===== config.mk =====
export PLATFORM = sky130hd
export DESIGN_NAME = conv_enc_arbiter
export DESIGN_NICKNAME = d
export VERILOG_FILES = /design/src/rtl/conv_enc_arbiter.sv
export SDC_FILE = /design/constraint.sdc
export NUM_CORES = 1
export LEC_CHECK = 0
export CORE_UTILIZATION = 39
export CTS_CLUSTER_DIAMETER = 120
export DETAILED_ROUTE_END_ITERATION = 16
export PLACE_DENSITY = 0.74
export SLEW_MARGIN = 0
export SYNTH_ARGS = -nofsm -noshare
export SYNTH_HDL_FRONTEND = slang
export SYNTH_SLANG_ARGS = --single-unit

===== constraint.sdc =====
create_clock -name clk -period 2 [get_ports clk]
set_clock_uncertainty 0.15 [all_clocks]
set_input_delay 0.5 -clock clk [delete_from_list [all_inputs] [get_ports clk]]
set_output_delay 0.5 -clock clk [all_outputs]
set_load 0.005 [all_outputs]

===== src/rtl/conv_enc_arbiter.sv =====
// Round-robin arbiter that shares one external rate-1/2 convolutional
// encoder (8-bit message in, 16-bit code out) among NREQ requesters.
// One transaction is in flight at a time: grant, launch the encoder, wait
// for completion or timeout, then hold the response until the winner acks.
module conv_enc_arbiter #(
  parameter int NREQ    = 4,
  parameter int TIMEOUT = 32
) (
  input  logic                 clk,
  input  logic                 reset,
  input  logic [NREQ-1:0]      req,
  input  logic [8*NREQ-1:0]    msg_in,
  output logic [NREQ-1:0]      gnt,
  output logic [NREQ-1:0]      rsp_valid,
  output logic [15:0]          rsp_code,
  output logic                 rsp_err,
  input  logic [NREQ-1:0]      rsp_ack,
  output logic                 enc_start,
  output logic [7:0]           enc_msg,
  input  logic [15:0]          enc_code,
  input  logic                 enc_done,
  output logic                 busy
);

  localparam int DATA_W = 8;
  localparam int CODE_W = 16;
  localparam int IDX_W  = (NREQ > 1) ? $clog2(NREQ) : 1;
  localparam int CNT_W  = $clog2(TIMEOUT + 1);

  typedef enum logic [1:0] {
    IDLE   = 2'd0,
    LAUNCH = 2'd1,
    WAIT   = 2'd2,
    RESP   = 2'd3
  } state_t;

  state_t              state;
  state_t              state_next;
  logic [IDX_W-1:0]    ptr;
  logic [IDX_W-1:0]    winner;
  logic [CNT_W-1:0]    wait_cnt;
  logic [IDX_W-1:0]    pick;
  logic [DATA_W-1:0]   msg_sel;
  logic                timeout_hit;
  logic                ack_hit;

  // Round-robin search: the candidate nearest after the last grant wins.
  // Scanning from farthest to nearest lets the nearest overwrite the rest.
  function automatic logic [IDX_W-1:0] rr_pick(input logic [NREQ-1:0]  r,
                                               input logic [IDX_W-1:0] p);
    logic [IDX_W-1:0] sel;
    logic [IDX_W-1:0] cand;
    int               idx;
    sel = '0;
    for (int k = NREQ; k >= 1; k--) begin
      idx  = (int'(p) + k) % NREQ;
      cand = IDX_W'(idx);
      if (r[cand]) sel = cand;
    end
    return sel;
  endfunction

  function automatic logic [NREQ-1:0] onehot(input logic [IDX_W-1:0] i);
    logic [NREQ-1:0] v;
    v    = '0;
    v[i] = 1'b1;
    return v;
  endfunction

  // Arbitration winner, its message, and the WAIT/RESP exit conditions.
  always_comb begin
    pick    = rr_pick(req, ptr);
    msg_sel = '0;
    for (int i = 0; i < NREQ; i++) begin
      if (pick == IDX_W'(i)) msg_sel = msg_in[i*DATA_W +: DATA_W];
    end
    timeout_hit = (wait_cnt == CNT_W'(TIMEOUT - 1));
    ack_hit     = rsp_ack[winner];
  end

  // State register.
  always_ff @(posedge clk or negedge reset) begin
    if (!reset) state <= IDLE;
    else        state <= state_next;
  end

  // Next-state logic; enc_done only matters in WAIT and beats the timeout.
  always_comb begin
    state_next = state;
    case (state)
      IDLE:    if (|req) state_next = LAUNCH;
      LAUNCH:  state_next = WAIT;
      WAIT:    if (enc_done || timeout_hit) state_next = RESP;
      RESP:    if (ack_hit) state_next = IDLE;
      default: state_next = IDLE;
    endcase
  end

  // Outputs decoded directly from the state.
  always_comb begin
    enc_start = (state == LAUNCH);
    busy      = (state != IDLE);
  end

  // Transaction registers: grant/capture in IDLE, timeout count in WAIT,
  // response capture on WAIT exit, release on the winner's ack.
  always_ff @(posedge clk or negedge reset) begin
    if (!reset) begin
      gnt       <= '0;
      rsp_valid <= '0;
      rsp_code  <= '0;
      rsp_err   <= 1'b0;
      enc_msg   <= '0;
      wait_cnt  <= '0;
      ptr       <= IDX_W'(NREQ - 1);
      winner    <= '0;
    end else begin
      gnt <= '0;
      case (state)
        IDLE: begin
          if (|req) begin
            gnt     <= onehot(pick);
            enc_msg <= msg_sel;
            winner  <= pick;
            ptr     <= pick;
          end
        end
        LAUNCH: begin
          wait_cnt <= '0;
        end
        WAIT: begin
          if (enc_done) begin
            rsp_code  <= enc_code;
            rsp_err   <= 1'b0;
            rsp_valid <= onehot(winner);
          end else if (timeout_hit) begin
            rsp_code  <= {CODE_W{1'b0}};
            rsp_err   <= 1'b1;
            rsp_valid <= onehot(winner);
          end else begin
            wait_cnt <= wait_cnt + CNT_W'(1);
          end
        end
        RESP: begin
          if (ack_hit) begin
            rsp_valid <= '0;
            rsp_err   <= 1'b0;
          end
        end
        default: ;
      endcase
    end
  end

endmodule

==> results.tsv, run 1 <==
stage	metric	value	unit
status	status	finished, final reports clean	
synthesis	syn_avg_cell_area	11.5	sq um
floorplanning	io_pins	94	
grt	grt-ovfl-total	0	
cts	cts_tree	yes	
sta	period_share	99.2	%
grt	grt_pass1_vias	1945	
synthesis	syn_nets	264	
sta	drv_slew	0	
synthesis	syn_inst	200	
cts	cts_made_buffers	5	
layout	fin_cells	391	
synthesis	synthMuxAreaShare	16.7	%
cts	cts_root_buf	clkbuf_8	
cts	clk_pin_slew	0.08	ns
sta	fmax	0.504	GHz
drt	totalWireLength	5270	microns
placed_design	dp_hpwl	4010	microns
cts	clock_sinks	45	
power	leakage	0.00172	uW
layout	area_growth	58.3	%
power	cellPowerDensity	1330	nW/um^2
worst_setup_path	cp.arrival	2.02	ns
placed_design	place_ws	-0.508	ns
layout	layout_commonest_cell	clkdlybuf4s50_1	
sta	hold_violations	0	
cts	htreeDepth	2	
layout	fill_cells	481	
synthesis	synthSimpleGateAreaFrac	11.2	%
sta	setup-tns-final	0	ns
placed_design	place_congestion	0.735	
synthesis	synth_area	2310	sq um
worst_setup_path	worst_setup_path_start_kind	input pin	
synthesis	synth_compound_gate_area_share	16.0	%
grt	antenna_found_initial	1	
worst_setup_path	reg2reg_slack	0.09	ns
drt	ant_nets	0	
sta	slew-limit-headroom	78.4	%
grt	grt_first_pass_wirelength	8730	microns
synthesis	synth_ff_type	dfrtp_1	
worst_setup_path	worstPathRequired	2.03	ns
sta	hold_slack	0.0200	ns
grt	gr-usage-all-layers	18.0	%
synthesis	synth-xor-area-share	0	%
cts	clockBufferDepth	2	
synthesis	synth_enable_flop_cells	0	
synthesis	synth_seq_cells	45	
drt	drt_iter0_markers	92	
floorplanning	die-width	78.9	microns
grt	grt_max_degree	26	
drt	wl_per_cell	13.5	microns
sta	tightestPinTransition	0.324	ns
synthesis	synth_adder_area_share	2.71	%
floorplanning	core	5610	sq um
floorplanning	num_rows	27	
run	cap_violations	0	
placed_design	dp.cells	375	
worst_setup_path	rr_worst_depth	5	
floorplanning	start_util	41.1	%
worst_setup_path	rr_startpoint	ptr[0]$_DFFE_PN1P_	
synthesis	ys_types	41	
drt	firstDrtPassIters	4	
worst_setup_path	crit_type	in -> reg	
sta	worst_slack	0.0157	ns
sta	rsz0062_at_grt	false	
worst_setup_path	cp-startpoint	rsp_ack[2]	
synthesis	synth_warnings	0	
placed_design	port_buffers	93	
worst_setup_path	critPathMaxFanout	4	
worst_setup_path	cp-end-kind	flip-flop	
floorplanning	fp.dieH	78.9	microns
worst_setup_path	endpoint	rsp_valid[3]$_DFFE_PN0P_	
synthesis	seq_area_frac_synth	48.9	%
layout	finalNetCount	381	
drt	routed_via_density	5.03	
worst_setup_path	r2r_end	enc_msg[2]$_DFFE_PN0P_	
layout	drive_above_1_share	21.7	%
hold_path	worstHoldPathType	in -> async	
drt	drc	0	
sta	setup_violations	0	
cts	insertion_delay	0.29	ns
drt	via_count	1966	
synthesis	synth_top_family_by_area	multiplexers	
sta	post-route-min-period	1.98	ns
floorplanning	dieArea	6220	sq um
layout	final_cell_mix	clkdlybuf4s50_1, dfrtp_1, buf_4, mux2i_1, nand2_1	
synthesis	async_flop_share	100	%
power	vdd_drop_max	0.631	mV
-- repair_timing --
action / 4_1_cts / 5_1_grt
buffers inserted: 5 / 1
resized for setup: 13 / 6
hold buffers: 0 / 0
endpoints found under the setup margin: 19 / 31
pin swaps: 1 / 2
gates cloned: 1 / 0
-- kinds of logic after synthesis --
group / count (synthesis)
adders and majority gates: 5
DFF: 45
and+or+nand+nor: 51
AOI/OAI and AO/OA: 46
buffers and inverters: 21
muxes: 32
-- synth_stat cells, types with 2 or more instances --
master    count  share of area [%]
dfrtp_1      43                 47
mux2i_1      19                8.2
nand2_1      18                2.9
a22o_1       17                6.5
inv_1        10                1.6
mux2_4       10                6.5
o21ai_2       8                3.0
nor2_1        7                1.1
nor3_1        6                1.3
ha_1          5                2.7
a21oi_1       4               0.87
clkbuf_1      4               0.65
nand2b_1      4                1.1
nor3b_1       4                1.3
a21o_1        3               0.98
a31oi_1       3               0.81
and3_1        3               0.81
buf_2         3               0.65
nand4_1       3               0.81
a211o_1       2               0.76
dfstp_2       2                2.3
mux2_2        2               0.98
nor2b_1       2               0.54
-- report_power, final --
part           leakage, uW  switching, uW  internal, uW
clock            0.0000374            295           246
combinational      0.00111           1110          1710
sequential        0.000570            220          1290
-- area by class of cell --
cell class,instances,area [sq um],area share (%)
repair buffers,121,1190,32.5
well taps,72,90.1,2.47
multi-input cells,134,1110,30.5
diodes,1,2.50,0.0686
clock inverters,2,15.0,0.411
inverters,10,40.0,1.10
clock buffers,6,72.6,1.99
flip-flops and latches,45,1130,30.9
-- registers in the layout, summed over array words and instances (netlist names) --
signal and cells:
gnt 4, state 2, wait_cnt 6, enc_msg 8
rsp_valid 4, winner 2, ptr 2, rsp_code 16
rsp_err 1
-- per-layer routing --
metal | global-route usage (%) | wire, microns
met2 | 29.8 | 2450
met1 | 21.6 | 2260
met5 | 0 | 0
met3 | 7.13 | 506
met4 | 4.91 | 51
-- critical path: stages --
cell,delay [ns]
clkdlybuf4s50_1,0.39
mux4_2,0.47
nor2b_2,0.14
a21o_2,0.15
nor2_4,0.06
mux2_4,0.30
-- through the flow --
stage	power (uW)	instance area [sq um]	utilization, %
2_1_floorplan	2980	2310	-
3_3_place_gp	4080	3450	61.5
3_5_place_dp	4140	3450	61.5
4_1_cts	4880	3620	64.5
5_1_grt	5230	3650	65.1
6_report	4870	3650	65.1
-- worst min-delay path by stage --
stage | startpoint | to | slack (ns) | cells past startpoint
2_1_floorplan | reset | enc_msg[0]$_DFFE_PN0P_ | 0.05 | 0
3_3_place_gp | enc_msg[5]$_DFFE_PN0P_ | enc_msg[5]$_DFFE_PN0P_ | 0.31 | 2
3_5_place_dp | enc_msg[3]$_DFFE_PN0P_ | enc_msg[3]$_DFFE_PN0P_ | 0.32 | 2
4_1_cts | reset | rsp_code[2]$_DFFE_PN0P_ | 0.02 | 2
5_1_grt | reset | rsp_code[5]$_DFFE_PN0P_ | 0.02 | 2
6_report | reset | rsp_code[7]$_DFFE_PN0P_ | 0.02 | 2
No activity file was read; power rests on OpenSTA's default activity.
==> run 2, diff against run 1 <==
Settings changed: GPL_TIMING_DRIVEN set to 0.
==> run 2 against run 1 <==
Compared with the run above: sequential power about the same; largest power group unchanged; highest routed layer unchanged; non-clock buffer count fell by 10; first-iteration DRC count fell by 24%; critical endpoint unchanged.
==> results.tsv, run 2 (synthesized netlist as in run 1, its figures left out) <==
stage	metric	value	unit
worst_setup_path	cp-end-kind	flip-flop	
placed_design	port_buffers	93	
floorplanning	dieArea	6220	sq um
grt	gr-usage-all-layers	18.0	%
worst_setup_path	crit_buf_inv	1	
layout	top_regs	rsp_code (16), enc_msg (8), wait_cnt (6)	
cts	cts_tree	yes	
drt	totalWireLength	5340	microns
placed_design	dp.cells	366	
worst_setup_path	crit_family	multiplexers	
layout	fin_util	63.1	%
layout	largest-register	rsp_code	
status	status	finished, final reports clean	
hold_path	worstHoldPathType	reg -> reg	
power	clock_power_share	12.4	%
layout	largest_reg_flops	16	
grt	grt_first_pass_wirelength	8630	microns
cts	cts_root_buf	clkbuf_8	
grt	grt_pass1_vias	1867	
layout	area_growth	53.4	%
layout	drive_above_1_share	19.2	%
drt	routed_via_density	5.10	
sta	fmax	0.510	GHz
sta	tightestPinTransition	0.403	ns
floorplanning	die-width	78.9	microns
layout	finalNetCount	371	
worst_setup_path	crit_path_top_delay_cell	mux4_2	
cts	cts_made_buffers	5	
layout	fin_cells	380	
cts	insertion_delay	0.31	ns
worst_setup_path	critPathMaxFanout	4	
sta	post-route-min-period	1.96	ns
drt	highest_layer	met4	
worst_setup_path	worstPathRequired	2.05	ns
floorplanning	num_rows	27	
power	p_comb_share	55.2	%
layout	final_cell_mix	clkdlybuf4s50_1, dfrtp_1, mux2i_1, nand2_1, a22o_1	
drt	wl_met1	2240	microns
sta	period_share	98.0	%
cts	clockBufferDepth	2	
layout	layout_commonest_cell	clkdlybuf4s50_1	
cts	clk_pin_slew	0.09	ns
power	p_sw	1630	uW
drt	drc	0	
cts	htreeDepth	2	
grt	antenna_found_initial	0	
worst_setup_path	crit_type	in -> reg	
drt	wl_met2	2470	microns
floorplanning	fp.dieH	78.9	microns
run	cap_violations	0	
drt	wl_per_cell	14.0	microns
floorplanning	start_util	41.1	%
drt	via_count	1938	
cts	clock_sinks	45	
floorplanning	io_pins	94	
power	swShare	34.8	%
sta	hold_violations	0	
power	vdd_drop_max	0.568	mV
worst_setup_path	crit_chain	clkdlybuf4s50_1, mux4_2, nor2b_2, a21o_2, nor2_4, mux2_4	
placed_design	dp_hpwl	3830	microns
layout	n_antenna_cell	0	
worst_setup_path	cp.arrival	2.01	ns
drt	met3WireLength	567	microns
worst_setup_path	cpPeakStageDelay	0.46	ns
power	p_int	3060	uW
grt	grt_max_degree	35	
placed_design	place_congestion	0.758	
drt	ant_nets	0	
grt	grt-ovfl-total	0	
drt	drt_iter0_markers	70	
power	p_seq_share	32.3	%
power	cellPowerDensity	1330	nW/um^2
power	finalPower	4700	uW
worst_setup_path	worst_setup_path_start_kind	input pin	
drt	firstDrtPassIters	4	
sta	slew-limit-headroom	73.1	%
sta	setup_violations	0	
power	leakage	0.00164	uW
floorplanning	core	5610	sq um
sta	drv_slew	0	
==> run 2: metrics by stage <==
step,hold slack [ns],setup slack (ns),instance area [sq um],TNS [ns]
after floorplan,0.0544,0.149,2310,0
after global placement,0.310,-0.960,3330,-52.22
after detailed placement,0.261,-0.422,3340,-10.01
after CTS,0.337,0.0175,3500,0
after global routing,0.355,-0.0179,3540,-0.0194
final,0.333,0.0392,3540,0
==> run 2: routing by layer <==
metal,global-route usage (%),vias to the layer above
met5,0,-
met4,6.00,0
met3,7.93,5
met2,29.1,87
met1,21.4,917
li1,-,929
==> run 2: cell type report <==
cell class                      count  area (sq um)
Fill cell                         496          2070
Sequential cell                    45          1130
Multi-Input combinational cell    134          1110
Timing Repair Buffer              102          1000
Tap cell                           72          90.1
Buffer                              9          75.1
Clock buffer                        5          68.8
Inverter                           10          37.5
Clock inverter                      3          21.3
==> run 2: path summary, 6_finish.rpt <==
check,start,endpoint,slack [ns],cells past startpoint
min reg2reg,enc_msg[7]$_DFFE_PN0P_,enc_msg[7]$_DFFE_PN0P_,0.33,2
max reg2reg,wait_cnt[0]$_DFFE_PN0P_,wait_cnt[4]$_DFFE_PN0P_,0.10,6
max in group asynchronous,reset,ptr[1]$_DFFE_PN1P_,0.69,3
max,rsp_ack[1],rsp_valid[3]$_DFFE_PN0P_,0.04,6
min,enc_msg[7]$_DFFE_PN0P_,enc_msg[7]$_DFFE_PN0P_,0.33,2
min in group asynchronous,reset,wait_cnt[1]$_DFFE_PN0P_,0.46,2
==> run 2: power by group through the flow <==
stage          Clock, uW  Sequential (uW)  Combinational, uW
6_report             584             1520               2600
5_1_grt              634             1580               2830
4_1_cts              596             1520               2580
3_5_place_dp           0             1540               2450
3_3_place_gp           0             1530               2420
2_1_floorplan          0             1540               1440
==> run 2: worst register-to-register path, stage by stage, from the launching register on <==
cell     delay [ns]
dfrtp_2        0.45
ha_1           0.29
a31oi_4        0.20
buf_6          0.16
nand4_1        0.12
and3_1         0.20
a211o_1        0.21
==> run 2: repair_timing <==
action / 4_1_cts / 5_1_grt
buffers inserted: 4 / 2
hold buffers: 1 / 0
resized for setup: 14 / 9
pin swaps: 3 / 3
setup endpoints to repair: 22 / 25
endpoints found under the hold margin: 11 / 0
cloned: 1 / 0
==> run 3, diff against run 2 <==
Settings changed: CTS_CLUSTER_DIAMETER 120 to 150, GPL_ROUTABILITY_DRIVEN set to 0, HOLD_SLACK_MARGIN set to 0.12.
==> results of run 3 <==
Final layout, timing and power as in run 2 (identical DEF).
